### config.mk
export PLATFORM = sky130hd
export DESIGN_NAME = im_loader
export DESIGN_NICKNAME = d
export VERILOG_FILES = /design/src/rtl/im_loader.sv
export SDC_FILE = /design/constraint.sdc
export NUM_CORES = 1
export LEC_CHECK = 0
export CAP_MARGIN = 20
export CORE_MARGIN = 2
export CORE_UTILIZATION = 52
export CTS_BUF_LIST = sky130_fd_sc_hd__clkbuf_16
export DETAILED_ROUTE_END_ITERATION = 8
export PLACE_DENSITY = 0.8
export SETUP_SLACK_MARGIN = 0.2
export SLEW_MARGIN = 20
export SYNTH_ARGS = -nofsm -noshare
export SYNTH_HDL_FRONTEND = slang
export SYNTH_SLANG_ARGS = --single-unit
export TNS_END_PERCENT = 100
### constraint.sdc
create_clock -name clk -period 4.88 [get_ports clk]
set_input_delay 1.22 -clock clk [delete_from_list [all_inputs] [get_ports clk]]
set_output_delay 1.22 -clock clk [all_outputs]
set_load 0.02 [all_outputs]
### src/rtl/im_loader.sv
// im_loader
//
// Receives a program image as a byte stream over a valid/ready handshake,
// assembles big-endian 32-bit words and issues single-cycle word writes into
// the instruction memory, starting at START_ADDRESS. The core is held idle
// through `busy` until the image has been loaded (and, optionally, verified).
//
// Stream format: LEN_HI, LEN_LO (16-bit big-endian word count N), N*4 data
// bytes MSB first, then, with IM_LOADER_CHECKSUM_EN defined, one checksum
// byte equal to the XOR of all data bytes.
//
// Build option:
//   IM_LOADER_CHECKSUM_EN  defined   -> trailing checksum byte is expected
//                                       and compared; mismatch sets `error`.
//                          undefined -> no checksum byte; load completes
//                                       right after the last word write.
//
// Ports:
//   clk         in   system clock, rising edge
//   reset       in   asynchronous active-high reset
//   start       in   one-cycle pulse beginning a load (ignored while busy)
//   byte_in     in   [7:0] stream byte
//   byte_valid  in   byte_in is valid
//   byte_ready  out  loader accepts a byte this cycle
//   we          out  IM write strobe, one cycle per word
//   waddr       out  [31:0] IM byte address of the write
//   wdata       out  [31:0] IM write data
//   busy        out  load in progress
//   done        out  sticky: last load completed successfully
//   error       out  sticky: last load aborted
//   word_count  out  [CNT_WIDTH-1:0] words written in current/last load
//
// Assumes CNT_WIDTH <= 16 and CNT_WIDTH + 2 <= 32.

module im_loader #(
    parameter logic [31:0] START_ADDRESS = 32'h0000_3000,
    parameter int          MAX_WORDS     = 1024,
    parameter int          CNT_WIDTH     = 11
) (
    input  logic                 clk,
    input  logic                 reset,
    input  logic                 start,
    input  logic [7:0]           byte_in,
    input  logic                 byte_valid,
    output logic                 byte_ready,
    output logic                 we,
    output logic [31:0]          waddr,
    output logic [31:0]          wdata,
    output logic                 busy,
    output logic                 done,
    output logic                 error,
    output logic [CNT_WIDTH-1:0] word_count
);

    localparam logic [15:0] MAX_LEN = 16'(MAX_WORDS);

    typedef enum logic [2:0] {
        S_IDLE   = 3'd0,
        S_LEN_HI = 3'd1,
        S_LEN_LO = 3'd2,
        S_DATA   = 3'd3,
`ifdef IM_LOADER_CHECKSUM_EN
        S_WRITE  = 3'd4,
        S_CSUM   = 3'd5
`else
        S_WRITE  = 3'd4
`endif
    } state_t;

`ifdef IM_LOADER_CHECKSUM_EN
    // Running 8-bit XOR checksum over data bytes.
    function automatic logic [7:0] csum_next(input logic [7:0] acc,
                                             input logic [7:0] data);
        return acc ^ data;
    endfunction
`endif

    state_t                 state_r;
    logic [7:0]             len_hi_r;
    logic [CNT_WIDTH-1:0]   len_r;
    logic [23:0]            word_r;      // first three bytes of the word, MSB first
    logic [1:0]             byte_cnt_r;
    logic                   ready_r;
    logic                   we_r;
    logic [31:0]            waddr_r;
    logic [31:0]            wdata_r;
    logic                   busy_r;
    logic                   done_r;
    logic                   error_r;
    logic [CNT_WIDTH-1:0]   count_r;
`ifdef IM_LOADER_CHECKSUM_EN
    logic [7:0]             csum_r;
`endif

    logic                   accept_s;
    logic [15:0]            len_s;
    logic                   len_ok_s;
    logic                   last_word_s;
    logic [31:0]            addr_s;

    // ready_r is registered, so there is no path from byte_valid to byte_ready.
    assign accept_s    = byte_valid && ready_r;
    assign len_s       = {len_hi_r, byte_in};
    assign len_ok_s    = (len_s != 16'd0) && (len_s <= MAX_LEN);
    assign last_word_s = ((count_r + CNT_WIDTH'(1)) == len_r);
    // Word address of the word being completed; N <= MAX_WORDS so no wrap.
    assign addr_s      = START_ADDRESS + {{(30 - CNT_WIDTH){1'b0}}, count_r, 2'b00};

    // Loader state machine with all outputs registered.
    always_ff @(posedge clk or posedge reset) begin
        if (reset) begin
            state_r    <= S_IDLE;
            len_hi_r   <= 8'd0;
            len_r      <= '0;
            word_r     <= 24'd0;
            byte_cnt_r <= 2'd0;
            ready_r    <= 1'b0;
            we_r       <= 1'b0;
            waddr_r    <= 32'd0;
            wdata_r    <= 32'd0;
            busy_r     <= 1'b0;
            done_r     <= 1'b0;
            error_r    <= 1'b0;
            count_r    <= '0;
`ifdef IM_LOADER_CHECKSUM_EN
            csum_r     <= 8'd0;
`endif
        end else begin
            case (state_r)
                S_IDLE: begin
                    if (start) begin
                        done_r     <= 1'b0;
                        error_r    <= 1'b0;
                        count_r    <= '0;
                        byte_cnt_r <= 2'd0;
`ifdef IM_LOADER_CHECKSUM_EN
                        csum_r     <= 8'd0;
`endif
                        busy_r     <= 1'b1;
                        ready_r    <= 1'b1;
                        state_r    <= S_LEN_HI;
                    end else begin
                        state_r    <= S_IDLE;
                    end
                end

                S_LEN_HI: begin
                    if (accept_s) begin
                        len_hi_r <= byte_in;
                        state_r  <= S_LEN_LO;
                    end
                end

                S_LEN_LO: begin
                    if (accept_s) begin
                        if (len_ok_s) begin
                            len_r   <= len_s[CNT_WIDTH-1:0];
                            state_r <= S_DATA;
                        end else begin
                            error_r <= 1'b1;
                            busy_r  <= 1'b0;
                            ready_r <= 1'b0;
                            state_r <= S_IDLE;
                        end
                    end
                end

                S_DATA: begin
                    if (accept_s) begin
`ifdef IM_LOADER_CHECKSUM_EN
                        csum_r <= csum_next(csum_r, byte_in);
`endif
                        if (byte_cnt_r == 2'd3) begin
                            wdata_r    <= {word_r, byte_in};
                            waddr_r    <= addr_s;
                            we_r       <= 1'b1;
                            ready_r    <= 1'b0;
                            byte_cnt_r <= 2'd0;
                            state_r    <= S_WRITE;
                        end else begin
                            word_r     <= {word_r[15:0], byte_in};
                            byte_cnt_r <= byte_cnt_r + 2'd1;
                        end
                    end
                end

                S_WRITE: begin
                    we_r    <= 1'b0;
                    count_r <= count_r + CNT_WIDTH'(1);
                    if (last_word_s) begin
`ifdef IM_LOADER_CHECKSUM_EN
                        ready_r <= 1'b1;
                        state_r <= S_CSUM;
`else
                        done_r  <= 1'b1;
                        busy_r  <= 1'b0;
                        ready_r <= 1'b0;
                        state_r <= S_IDLE;
`endif
                    end else begin
                        ready_r <= 1'b1;
                        state_r <= S_DATA;
                    end
                end

`ifdef IM_LOADER_CHECKSUM_EN
                S_CSUM: begin
                    if (accept_s) begin
                        if (byte_in == csum_r) begin
                            done_r  <= 1'b1;
                        end else begin
                            error_r <= 1'b1;
                        end
                        busy_r  <= 1'b0;
                        ready_r <= 1'b0;
                        state_r <= S_IDLE;
                    end
                end
`endif

                default: begin
                    we_r    <= 1'b0;
                    ready_r <= 1'b0;
                    busy_r  <= 1'b0;
                    state_r <= S_IDLE;
                end
            endcase
        end
    end

    assign byte_ready = ready_r;
    assign we         = we_r;
    assign waddr      = waddr_r;
    assign wdata      = wdata_r;
    assign busy       = busy_r;
    assign done       = done_r;
    assign error      = error_r;
    assign word_count = count_r;

endmodule

==> out/summary.txt <==
post-synthesis sequential area ratio = 55.4%
number of synthesized flops with an enable pin = 0
Critical Path Start = byte_valid
# IOs = 92
number of gates resized after cts = 0
CTS buffer count = 9
initial DRC count = 117
max incr delay on CP = 570 ps
Placeable Area = 0.00915 mm²
Seq cells post-synth = 108
FMAX = 290 MHz
Cells after DPL = 546
DR vias = 3165
commonest cells in the netlist = dfrtp_1 (108), mux2_2 (76), buf_4 (31)
gpl congestion = 0.824
overall routing resource usage = 20.1%
WP data required = 5100 ps
Synth cell types = 49
measured slew at the worst slew-check pin = 905 ps
DRC = 0
Crit. End Element = register
H-tree levels = 3
# fillers = 714
setup bufs post-CTS = 0
post-DR vias/cell = 5.64
Avg WL per Cell = 16.8 µm
Slew Viols, Final = 0
P&R area growth vs syn = 19.2%
Hold Fails Final Rpt = 0
nets = 460
CP startpoint kind = input port
Slowest-stage cell, CP = inv_2
largest net degree at the start of global routing = 91
Rows = 35
initial antenna violation count = 0
Critical Path AT = 3670 ps
worst-path cell chain = clkdlybuf4s50_1 -> nand3_1 -> nor3_1 -> nand2_1 -> buf_4 -> inv_2 -> mux2_2
ranking of synthesized cells by area = dfrtp_1 (55%), mux2_2 (18%), buf_4 (4.8%)
mean area per synthesized cell = 12.6 µm²
final setup fails = 0
P_leak = 2.74 nW
synthesized cell area = 0.00488 mm²
RSZ-0062 raised after global routing = no
die height = 101 µm
post-route ant nets = 0
crit path kind = input port to register
clock sinks = 108
first-pass GRT wire length = 15.8 mm
clock root buffer = clkbuf_16
CTS tree = done
Die Span X = 101 µm
global route total overflow = 0
share of cells above drive strength 1 = 24.4%
Initial Util = 53.3%
Cells after Synth = 388
vias in the first global route = 3136
clk_skew = 7.29 ps
CP Max Fanout = 35
Worst-path clk slew = 80 ps
Max Cap Viol = 0
clk_lat worst skew = 340 ps
I/O Buffers = 72
1st-pass router iterations = 4
power density cells = 279 mW/mm²
slew margin rel. = 39.1%
setup TNS = 0 ps
final wirelength = 9.45 mm
deepest clock path buffer count = 2
share of flip-flops with an asynchronous set or reset = 100%
Hold Buf Count CTS = 0
Layout Cells excl Fill = 561
Tightest Hold Check Type = register to register
Max IR drop VDD = 0.000215 V
Crit Reg-Reg Startpoint = len_hi_r[3]$_DFFE_PP0P_
Buf+Inv Stages, Crit Path = 3
ant diodes = 0
Core Util, Final = 63.5%
Worst path top cell family by delay = buffers and inverters
Syn. warnings = 0
min-delay src = word_r[19]$_DFFE_PP0P_
top cell type by total area after synthesis = dfrtp_1
most frequent cell after synthesis = dfrtp_1
Detailed Place HPWL = 6.42 mm
status = finished, final reports clean
post-synth top area share = 55.4%
Die ar. = 0.0102 mm²
fin crit share = 70.7%
Post-synth top flop = dfrtp_1
minimum clock period = 3450 ps
-- worst paths after layout --
kind / cells after the start / slack, ps / end
max: 7 / 1430 / waddr[6]$_DFFE_PP0P_
min: 1 / 510 / wdata[27]$_DFFE_PP0P_
max reg2reg: 5 / 2270 / len_r[3]$_DFFE_PP0P_
min reg2reg: 1 / 510 / wdata[27]$_DFFE_PP0P_
max in group asynchronous: 3 / 2680 / wdata[29]$_DFFE_PP0P_
min in group asynchronous: 2 / 1380 / waddr[7]$_DFFE_PP0P_
-- through the flow --
stage                     worst slack [ps]  hold WS [ps]  power [mW]  area, µm²
after CTS                             1430           508        1.63       5810
after detailed placement              1080           488       0.960       5540
after floorplan                        814           470       0.951       4940
final                                 1430           505        1.62       5810
after global placement                1210           482       0.959       5540
after global routing                  1250           521        1.68       5810
-- sequential cells by signal (all words and copies together), names as in the netlist --
signal,flops
error,1
busy,1
wdata,32
word_count,11
state_r,3
word_r,24
len_r,11
done,1
byte_ready,1
len_hi_r,8
byte_cnt_r,2
we,1
waddr,12
-- final cells by class --
| class | count | area, µm² | share of cell area, % |
|---|---|---|---|
| Sequential cell | 108 | 2700 | 46.5 |
| Multi-Input combinational cell | 245 | 1930 | 33.1 |
| Timing Repair Buffer | 75 | 743 | 12.8 |
| Clock buffer | 9 | 225 | 3.87 |
| Tap cell | 111 | 139 | 2.39 |
| Clock inverter | 6 | 47.5 | 0.818 |
| Inverter | 7 | 31.3 | 0.538 |
-- layout by cell type, fill, tap and decap left out, types with 6 or more instances in the layout --
master and count:
dfrtp_1 108, mux2_2 76, clkdlybuf4s50_1 72, o21ai_0 26, nand2_1 22, conb_1 19, nor2_1 15, clkbuf_16 9
xnor2_1 8, mux2_4 8, nand3_1 6, xor2_1 6
-- routing by layer --
metal / routed length [µm] / global-route usage [%]
met2: 4630 / 32.2
met4: 149 / 7.38
met1: 4130 / 26.6
met3: 547 / 5.06
met5: 0 / 0
-- logic make-up after synthesis --
logic type	count (synthesis)	synth area share, %
compound gates	54	6.85
buf+inv	53	6.67
simple gates	71	7.75
fa+ha+maj	2	0.513
other cells	1	0.0769
flops	108	55.4
xor+xnor	14	2.51
mux	85	20.2
-- where the power goes --
group / total [mW] / internal [mW] / switching, mW
logic: 0.0471 / 0.00927 / 0.0378
registers: 0.894 / 0.894 / 0
clock network: 0.681 / 0.349 / 0.331
total: 1.62 / 1.25 / 0.369
Power figures use the tool's default switching activity.
